--- src/rtl/debug_view_pkg.sv ---
// Shared types and defaults for the debug display selector.
package debug_view_pkg;

   typedef enum logic [1:0] {
      MODE_MANUAL = 2'b00,
      MODE_SCAN   = 2'b01,
      MODE_HOLD   = 2'b10,
      MODE_RSVD   = 2'b11
   } mode_e;

   typedef enum logic [1:0] {
      ST_MANUAL = 2'b00,
      ST_SCAN   = 2'b01,
      ST_HOLD   = 2'b10
   } state_e;

   localparam logic [31:0] ERR_PATTERN_DEF = 32'h0000_003F;

   // Reserved mode code falls back to manual selection.
   function automatic state_e mode_to_state(input mode_e m);
      case (m)
         MODE_SCAN: return ST_SCAN;
         MODE_HOLD: return ST_HOLD;
         default:   return ST_MANUAL;
      endcase
   endfunction

endpackage

--- src/rtl/dwell_timer.sv ---
// Dwell counter for the auto-scan mode: counts while running, clears on request,
// flags the last cycle of a dwell period.
module dwell_timer #(
   parameter int DWELL = 50_000_000
) (
   input  logic clk,
   input  logic rst_n,
   input  logic clr,
   input  logic run,
   output logic expire
);

   localparam int CNT_W = (DWELL > 1) ? $clog2(DWELL) : 1;
   localparam logic [CNT_W-1:0] LAST = CNT_W'(DWELL - 1);

   logic [CNT_W-1:0] count;

   assign expire = (count == LAST);

   always_ff @(posedge clk or negedge rst_n) begin
      if (!rst_n) begin
         count <= '0;
      end else if (clr) begin
         count <= '0;
      end else if (run) begin
         count <= expire ? '0 : count + CNT_W'(1);
      end
   end

endmodule

--- src/rtl/debug_view_sel.sv ---
// Debug display selector: manual select, timed auto-scan and frozen snapshot
// browsing of NUM_CH probe words onto a registered display bus.
//
// state     | meaning
// ----------+-------------------------------------------------------------
// ST_MANUAL | live ch_data[sel] shown, channel follows sel
// ST_SCAN   | live ch_data[cur_ch] shown, channel advances on dwell/step
// ST_HOLD   | snapshot[sel] shown, snapshot captured on entry edge
module debug_view_sel
   import debug_view_pkg::*;
#(
   parameter int          NUM_CH      = 8,
   parameter int          DATA_W      = 32,
   parameter int          DWELL       = 50_000_000,
   parameter logic [31:0] ERR_PATTERN = ERR_PATTERN_DEF,
   parameter int          SEL_W       = $clog2(NUM_CH)
) (
   input  logic                     clk,
   input  logic                     rst_n,
   input  logic [NUM_CH*DATA_W-1:0] ch_data,
   input  logic [SEL_W-1:0]         sel,
   input  logic [1:0]               mode,
   input  logic                     step,
   output logic [DATA_W-1:0]        show_data,
   output logic [SEL_W-1:0]         show_ch,
   output logic                     show_upd
);

   localparam logic [DATA_W-1:0] ERR_WORD = DATA_W'(ERR_PATTERN);

   logic [NUM_CH-1:0][DATA_W-1:0] live_bank;
   logic [NUM_CH-1:0][DATA_W-1:0] snap_bank;

   state_e            state_q, state_d;
   logic [SEL_W-1:0]  cur_ch_q, cur_ch_d, cur_ch_inc;
   logic [DATA_W-1:0] show_data_q, data_d;
   logic              show_upd_q, upd_d;
   logic              snap_load, hold_entry;
   logic              tmr_clr, tmr_run, tmr_expire;

   assign live_bank = ch_data;

   // Any index at or past the last channel (including out-of-range ones) wraps to 0.
   assign cur_ch_inc = (cur_ch_q >= SEL_W'(NUM_CH - 1)) ? '0 : cur_ch_q + SEL_W'(1);

   function automatic logic [DATA_W-1:0] pick(input logic [NUM_CH-1:0][DATA_W-1:0] bank,
                                              input logic [SEL_W-1:0] idx);
      logic [DATA_W-1:0] word;
      word = ERR_WORD;
      for (int k = 0; k < NUM_CH; k++) begin
         if (idx == SEL_W'(k)) word = bank[k];
      end
      return word;
   endfunction

   dwell_timer #(.DWELL(DWELL)) u_dwell (
      .clk    (clk),
      .rst_n  (rst_n),
      .clr    (tmr_clr),
      .run    (tmr_run),
      .expire (tmr_expire)
   );

   always_comb begin
      state_d    = mode_to_state(mode_e'(mode));
      cur_ch_d   = cur_ch_q;
      data_d     = show_data_q;
      snap_load  = 1'b0;
      hold_entry = 1'b0;
      tmr_clr    = 1'b1;
      tmr_run    = 1'b0;

      case (state_d)
         ST_SCAN: begin
            // The entry edge only restarts the dwell period from the current channel.
            if (state_q == ST_SCAN) begin
               tmr_run = 1'b1;
               tmr_clr = step;
               if (step || tmr_expire) cur_ch_d = cur_ch_inc;
            end
            data_d = pick(live_bank, cur_ch_d);
         end
         ST_HOLD: begin
            cur_ch_d = sel;
            if (state_q != ST_HOLD) begin
               snap_load  = 1'b1;
               hold_entry = 1'b1;
               data_d     = pick(live_bank, sel);
            end else begin
               data_d = pick(snap_bank, sel);
            end
         end
         default: begin
            cur_ch_d = sel;
            data_d   = pick(live_bank, sel);
         end
      endcase

      upd_d = hold_entry || (cur_ch_d != cur_ch_q);
   end

   always_ff @(posedge clk or negedge rst_n) begin
      if (!rst_n) begin
         state_q     <= ST_MANUAL;
         cur_ch_q    <= '0;
         show_data_q <= '0;
         show_upd_q  <= 1'b0;
         snap_bank   <= '0;
      end else begin
         state_q     <= state_d;
         cur_ch_q    <= cur_ch_d;
         show_data_q <= data_d;
         show_upd_q  <= upd_d;
         if (snap_load) snap_bank <= live_bank;
      end
   end

   assign show_data = show_data_q;
   assign show_ch   = cur_ch_q;
   assign show_upd  = show_upd_q;

endmodule

--- config.mk ---
export PLATFORM = sky130hd
export DESIGN_NAME = debug_view_sel
export DESIGN_NICKNAME = d
export VERILOG_FILES = /design/src/rtl/debug_view_pkg.sv /design/src/rtl/dwell_timer.sv /design/src/rtl/debug_view_sel.sv
export SDC_FILE = /design/constraint.sdc
export NUM_CORES = 1
export LEC_CHECK = 0
export BUFFER_PORTS_ARGS = -buffer_cell sky130_fd_sc_hd__buf_2
export CAP_MARGIN = 15
export CORE_MARGIN = 8
export CORE_UTILIZATION = 58
export CTS_CLUSTER_DIAMETER = 150
export DETAILED_ROUTE_END_ITERATION = 8
export PLACE_DENSITY_LB_ADDON = 0.25
export SLEW_MARGIN = 20
export SYNTH_ARGS = -nofsm -noshare
export SYNTH_HDL_FRONTEND = slang
export SYNTH_SLANG_ARGS = --single-unit
export TNS_END_PERCENT = 5
--- constraint.sdc ---
create_clock -name clk -period 4 [get_ports clk]
set_clock_uncertainty 0.15 [all_clocks]
set_input_delay 0.2 -clock clk [delete_from_list [all_inputs] [get_ports clk]]
set_output_delay 0.2 -clock clk [all_outputs]
set_load 0.02 [all_outputs]
* After elaboration in Yosys (flattened, before gate mapping)
Cells that the tools add are included.
Widths: inputs -> output; s select.
** Storage, ports and cells
- Input port bits :: 264
- Output and inout port bits :: 36
- Logic and storage cells :: 84
- Flip-flop bits (word level) :: 320
** Cells by class
- Reductions and logical operators :: 5
- Mux-type cells :: 41
- Order comparisons :: 1
- Eq/ne operators :: 22
- Add/subtract/negate cells :: 2
** Operators with widths (number)
- $mux 32 :: 25
- $mux 26 :: 3
- $pmux 32 s2 :: 1
- $add 26x1->26 const B :: 1
- $eq 26x26->1 const B :: 1
- $eq 3x3->1 const B :: 8
- $mux 3 :: 5
- $eq 3x2->1 const B :: 4
- $eq 2x1->1 const B :: 3
- $eq 3x1->1 const B :: 2
- $logic_not 3->1 :: 2
- $mux 1 :: 6
- $eq 2x2->1 const B :: 2
- $pmux 2 s2 :: 1
- $add 3x1->3 const B :: 1
- $ge 3x3->1 const B :: 1
- $ne 3x3->1 :: 1
- $logic_or 1x1->1 :: 2
- $ne 2x2->1 const B :: 1
- $reduce_bool 2->1 :: 1

* Depth between registers and ports, before layout
- Depth in word-level cells :: 15
- Depth in mapped cells :: 11
- Depth with buffers taken out :: 9

* By module
Synthesis repeated with hierarchy kept, for this count alone.
** Unflattened totals
- Cell total of the unflattened synthesis :: 1838
- Area total of the unflattened synthesis :: 19668.9 sq um
** By module, submodules not included
- debug_view_sel :: sequential area each 7357.1 sq um, instances 1, cells each 1672, area an instance 18176.2 sq um
- dwell_timer :: sequential area each 650.6 sq um, instances 1, cells each 166, area an instance 1492.7 sq um

* Least setup slack after synthesis
OpenSTA, ideal clock, no wires.
- Path kind :: register to register
- Start point :: register u_dwell.count[0]
- End point :: register show_data_q[17] (netlist: show_data[17])
- Clock period less this slack :: 2.923 ns
- Data required time :: 3.728 ns
- Arrival time :: 2.652 ns
- Library setup time :: 0.122 ns
- Stages on the path, launching flop included :: 12
- Slack :: 1.077 ns
- Path buffers :: 3
- Cells stage by stage :: dfrtp_1 ha_1 nand3_2 or4_4 o21a_1 buf_6 buf_6 mux2_4 buf_6 a221oi_2 o21ai_1 a32o_1
** Between the ends
- Longest elaborated chain between the ends :: 15
- Elaborated cells on any way between the ends :: 22
- Those cells by class :: 8 x eq/ne; 12 x mux; 2 x reduce/logical
** Ends and longest elaborated chain
- start: declaration :: RTL line dwell_timer.sv:16 : logic [CNT_W-1:0] count;
- start signal: assignment :: RTL line dwell_timer.sv:26 : count <= expire ? '0 : count + CNT_W'(1);
- $eq 26x26->1 * :: RTL line dwell_timer.sv:18 : assign expire = (count == LAST);
- $logic_or 1x1->1 * :: RTL line debug_view_sel.sv:79 : if (step || tmr_expire) cur_ch_d = cur_ch_inc;
- $mux 3 * :: RTL line debug_view_sel.sv:79
- $mux 3 * :: RTL line debug_view_sel.sv:76 : if (state_q == ST_SCAN) begin
- $mux 3 * :: RTL line debug_view_sel.sv:73 : case (state_d)
- $logic_not 3->1 :: RTL line debug_view_sel.sv:51 : if (idx == SEL_W'(k)) word = bank[k];
- $mux 32 (7 in series) :: RTL line debug_view_sel.sv:51
- $mux 32 * :: RTL line debug_view_sel.sv:51
- $pmux 32 s2 * :: RTL line debug_view_sel.sv:73
- net data_d[17] :: RTL line debug_view_sel.sv:36 : logic [DATA_W-1:0] show_data_q, data_d;
- end signal: assignment :: RTL line debug_view_sel.sv:112 : show_data_q <= data_d;
- end: declaration :: RTL line debug_view_sel.sv:36
The timed path passes the listed nets; every way through them passes the cells marked *. The select of a mux whose other input is x is not followed.
A chain may end at the register's enable or synchronous reset.

* Worst setup path in the final report
- Start point :: register u_dwell.count[0]
- End point :: register show_data_q[26] (netlist: show_data[26])
Same word-level chain as after synthesis.

==> impl_metrics.toml <==
[logic_synthesis]
ys_warn_count = 0
syn_area_um2 = 18800
synth_cell_types = 75
ys_seq_elements = 320
seq_area_frac_synth_pct = 42.6
synth_top_flop_cell = "dfrtp_1"
synth_nets = 2012
avgSynthCellArea_um2 = 10.8
synthCells = 1743
synthArstFlopShare_pct = 100
synth_top_area_share_pct = 42.6
synthTopCellsByArea = "dfrtp_1, mux2_2, mux4_2, a22oi_1, o21ai_0"
synth_top_area_cell = "dfrtp_1"
synth-edff-count = 0

[timing]
post-route-period-util_pct = 96.1
worstMarginPinSlew_ns = 1.05
setup_violations = 0
finalCriticalPeriod_ns = 3.84
rsz0062_at_grt = "false"
slew_headroom_pct = 30.2
hold_ws_ns = 0.106
setup-tns-final_ns = 0
final_hold_viol_count = 0
drv_slew = 0
fmax_mhz = 260

[detailed_routing]
ant_nets = 0
drc_errors = 6
drt-initial-drc-count = 2989
wl_per_cell_um = 27.8
dr.pass1.iters = 9
vias = 18700
vias_per_cell = 7.00
finalWirelength_um = 74400

[grt]
grt-ovfl-total = 0
globalRoute.busiestLayer = "met2"
grtUsageMet2_pct = 59.1
met3_usage_pct = 12.5
grt_pass1_vias = 19800
grt_first_pass_wirelength_um = 115000
met1_usage_pct = 46.1
grt_usage_pct = 38.2
grt_start_max_net_pins = 112
grt_antenna_before_repair = 5

[worst_setup_path]
start_kind = "flop"
worstPathRequired_ns = 4.26
crit_chain = "ha_1 -> nand3_2 -> or4_4 -> o21a_1 -> mux2i_4 -> buf_4 -> a222oi_1 -> o221ai_1 -> a21o_1"
cp-end-kind = "flop"
max_stage_delay_ns = 0.57
crit_buf_inv = 1
cp.arrival_ns = 4.10
crit_path_top_delay_cell = "or4_4"
critical_path.top_delay_family = "compound AO/OA/AOI/OAI gates"
worst-setup-path-type = "reg -> reg"
path_max_fanout = 18
rrSetupSlack_ns = 0.16

[die]
start_util_pct = 58.3
ios = 300
die_area_um2 = 38400
die_w_um = 196
fp-row-count = 66
die_h_um = 196
core_area_um2 = 32200

[job]
max-cap-violations = 0

[placed_design]
portBuffers = 299
dp_hpwl_um = 45800
gp_congestion = 0.933

[clock_network]
cts_num_sinks = 320
clock_path_buffers = 3
cts_buffers = 37
clkLatencyLatePin_ns = 0.53
htreeDepth = 2
clk_pin_slew_worst_paths_ns = 0.06
cts_tree = "done"
cts_root_buf = "clkbuf_16"

[layout]
syn_to_final_growth_pct = 30.9
fill_cells = 2093
drive_gt1_share_pct = 33.8
nets = 2508

[min_path]
holdCritPathClass = "in -> reg"

[power]
peakVddDrop_uv = 385
power_density_nw_per_um2 = 409
leakagePower_nw = 10.5

[outcome]
status = "complete, but fails checks"
violations = "design-rule violations"
[routing by layer]
layer	share of wire, %	vias up
li1	-	7709
met1	35	9006
met2	45	1559
met3	13	453
met4	6.7	0
met5	0	-
[state kept, by name, summed over array words and instances (netlist names)]
signal and cells:
show_ch 3, state_q 2, show_data 32, snap_bank 256, show_upd 1, u_dwell.count 26
[path summary, 6_finish.rpt]
kind / endpoint / start / depth (start not counted)
min reg2reg: u_dwell.count[0] / u_dwell.count[0] / 1
min in group asynchronous: snap_bank[70] / rst_n / 2
max in group asynchronous: snap_bank[49] / rst_n / 3
max: show_data[26] / u_dwell.count[0] / 9
max reg2reg: show_data[26] / u_dwell.count[0] / 9
min: show_data[24] / sel[2] / 4
[cell usage after synthesis, drive strengths merged (4+ instances only)]
cell and instances:
and2 7, inv 14, and3 9, o2bb2ai 16, o211ai 18, o221ai 40, a22o 8, o22ai 28
clkbuf 109, a21oi 90, a32oi 16, xnor2 9, a221oi 18, nor2 79, o22a 4, mux4 32
a32o 4, a222oi 18, nand4 4, a211oi 12, nand3 31, nor2b 14, nand3b 5, a2111oi 5
xor2 14, dfrtp 320, o21a 6, mux2i 49, nor3 6, a22oi 78, ha 5, nand2b 9
buf 42, or3 28, o21ai 107, a21o 23, a31oi 23, nand2 101, mux2 294
[worst min-delay path: cells and delay by family]
family          cells  cell delay, ns
buf+inv             1            0.24
compound gates      3            0.28
[layout by cell type, fill, tap and decap left out, types with 30 or more instances in the layout]
cell / netlist / layout
a21oi_1: 90 / 88
a22oi_1: 78 / 78
buf_2: 25 / 295
buf_4: 0 / 45
clkbuf_16: 0 / 39
dfrtp_1: 320 / 320
dlygate4sd3_1: 0 / 257
mux2_2: 291 / 291
mux2i_1: 49 / 47
mux4_2: 32 / 32
nand2_1: 101 / 99
nand3_1: 30 / 30
nor2_1: 78 / 77
o21ai_0: 101 / 101
o221ai_1: 40 / 40
[cell type report]
cell class / count / area [µm²] / share of cell area [%]
Antenna cell: 5 / 12.5 / 0.0509
Clock buffer: 53 / 1120 / 4.55
Clock inverter: 9 / 105 / 0.427
Inverter: 15 / 56.3 / 0.229
Multi-Input combinational cell: 1257 / 10200 / 41.5
Sequential cell: 320 / 8010 / 32.5
Tap cell: 408 / 510 / 2.07
Timing Repair Buffer: 608 / 4590 / 18.7
[where the power goes]
part,internal (mW),switching (mW),leakage (nW)
Clock,2.07,1.38,0.604
Combinational,1.22,1.34,6.05
Sequential,3.75,0.298,3.85
Total,7.04,3.02,10.5
[timing repair]
action | CTS | global route
resized for setup | 0 | 1
endpoints found under the setup margin | 0 | 1
hold endpoints to repair | 395 | 0
setup buffers | 0 | 0
hold buffers | 257 | 0
[per-stage QoR]
| step | utilization [%] | power (mW) | instances | worst slack, ns | area, µm² |
|---|---|---|---|---|---|
| 2_1_floorplan | - | 5.45 | 1743 | 1.08 | 18800 |
| 5_1_grt | 76.4 | 10.4 | 2675 | 0.0522 | 24600 |
| 6_report | 76.4 | 10.1 | 2675 | 0.158 | 24600 |
| 3_5_place_dp | 64.5 | 6.31 | 2351 | 0.294 | 20800 |
| 3_3_place_gp | 64.5 | 6.22 | 2351 | 0.425 | 20800 |
| 4_1_cts | 76.3 | 9.90 | 2670 | 0.275 | 24600 |
[kinds of logic after synthesis]
logic type      synth area share (%)
flops                           42.6
buf+inv                         3.64
mux                             24.1
simple gates                    7.99
fa+ha+maj                      0.333
compound gates                  20.2
xor+xnor                        1.07
Power figures use the tool's default switching activity.
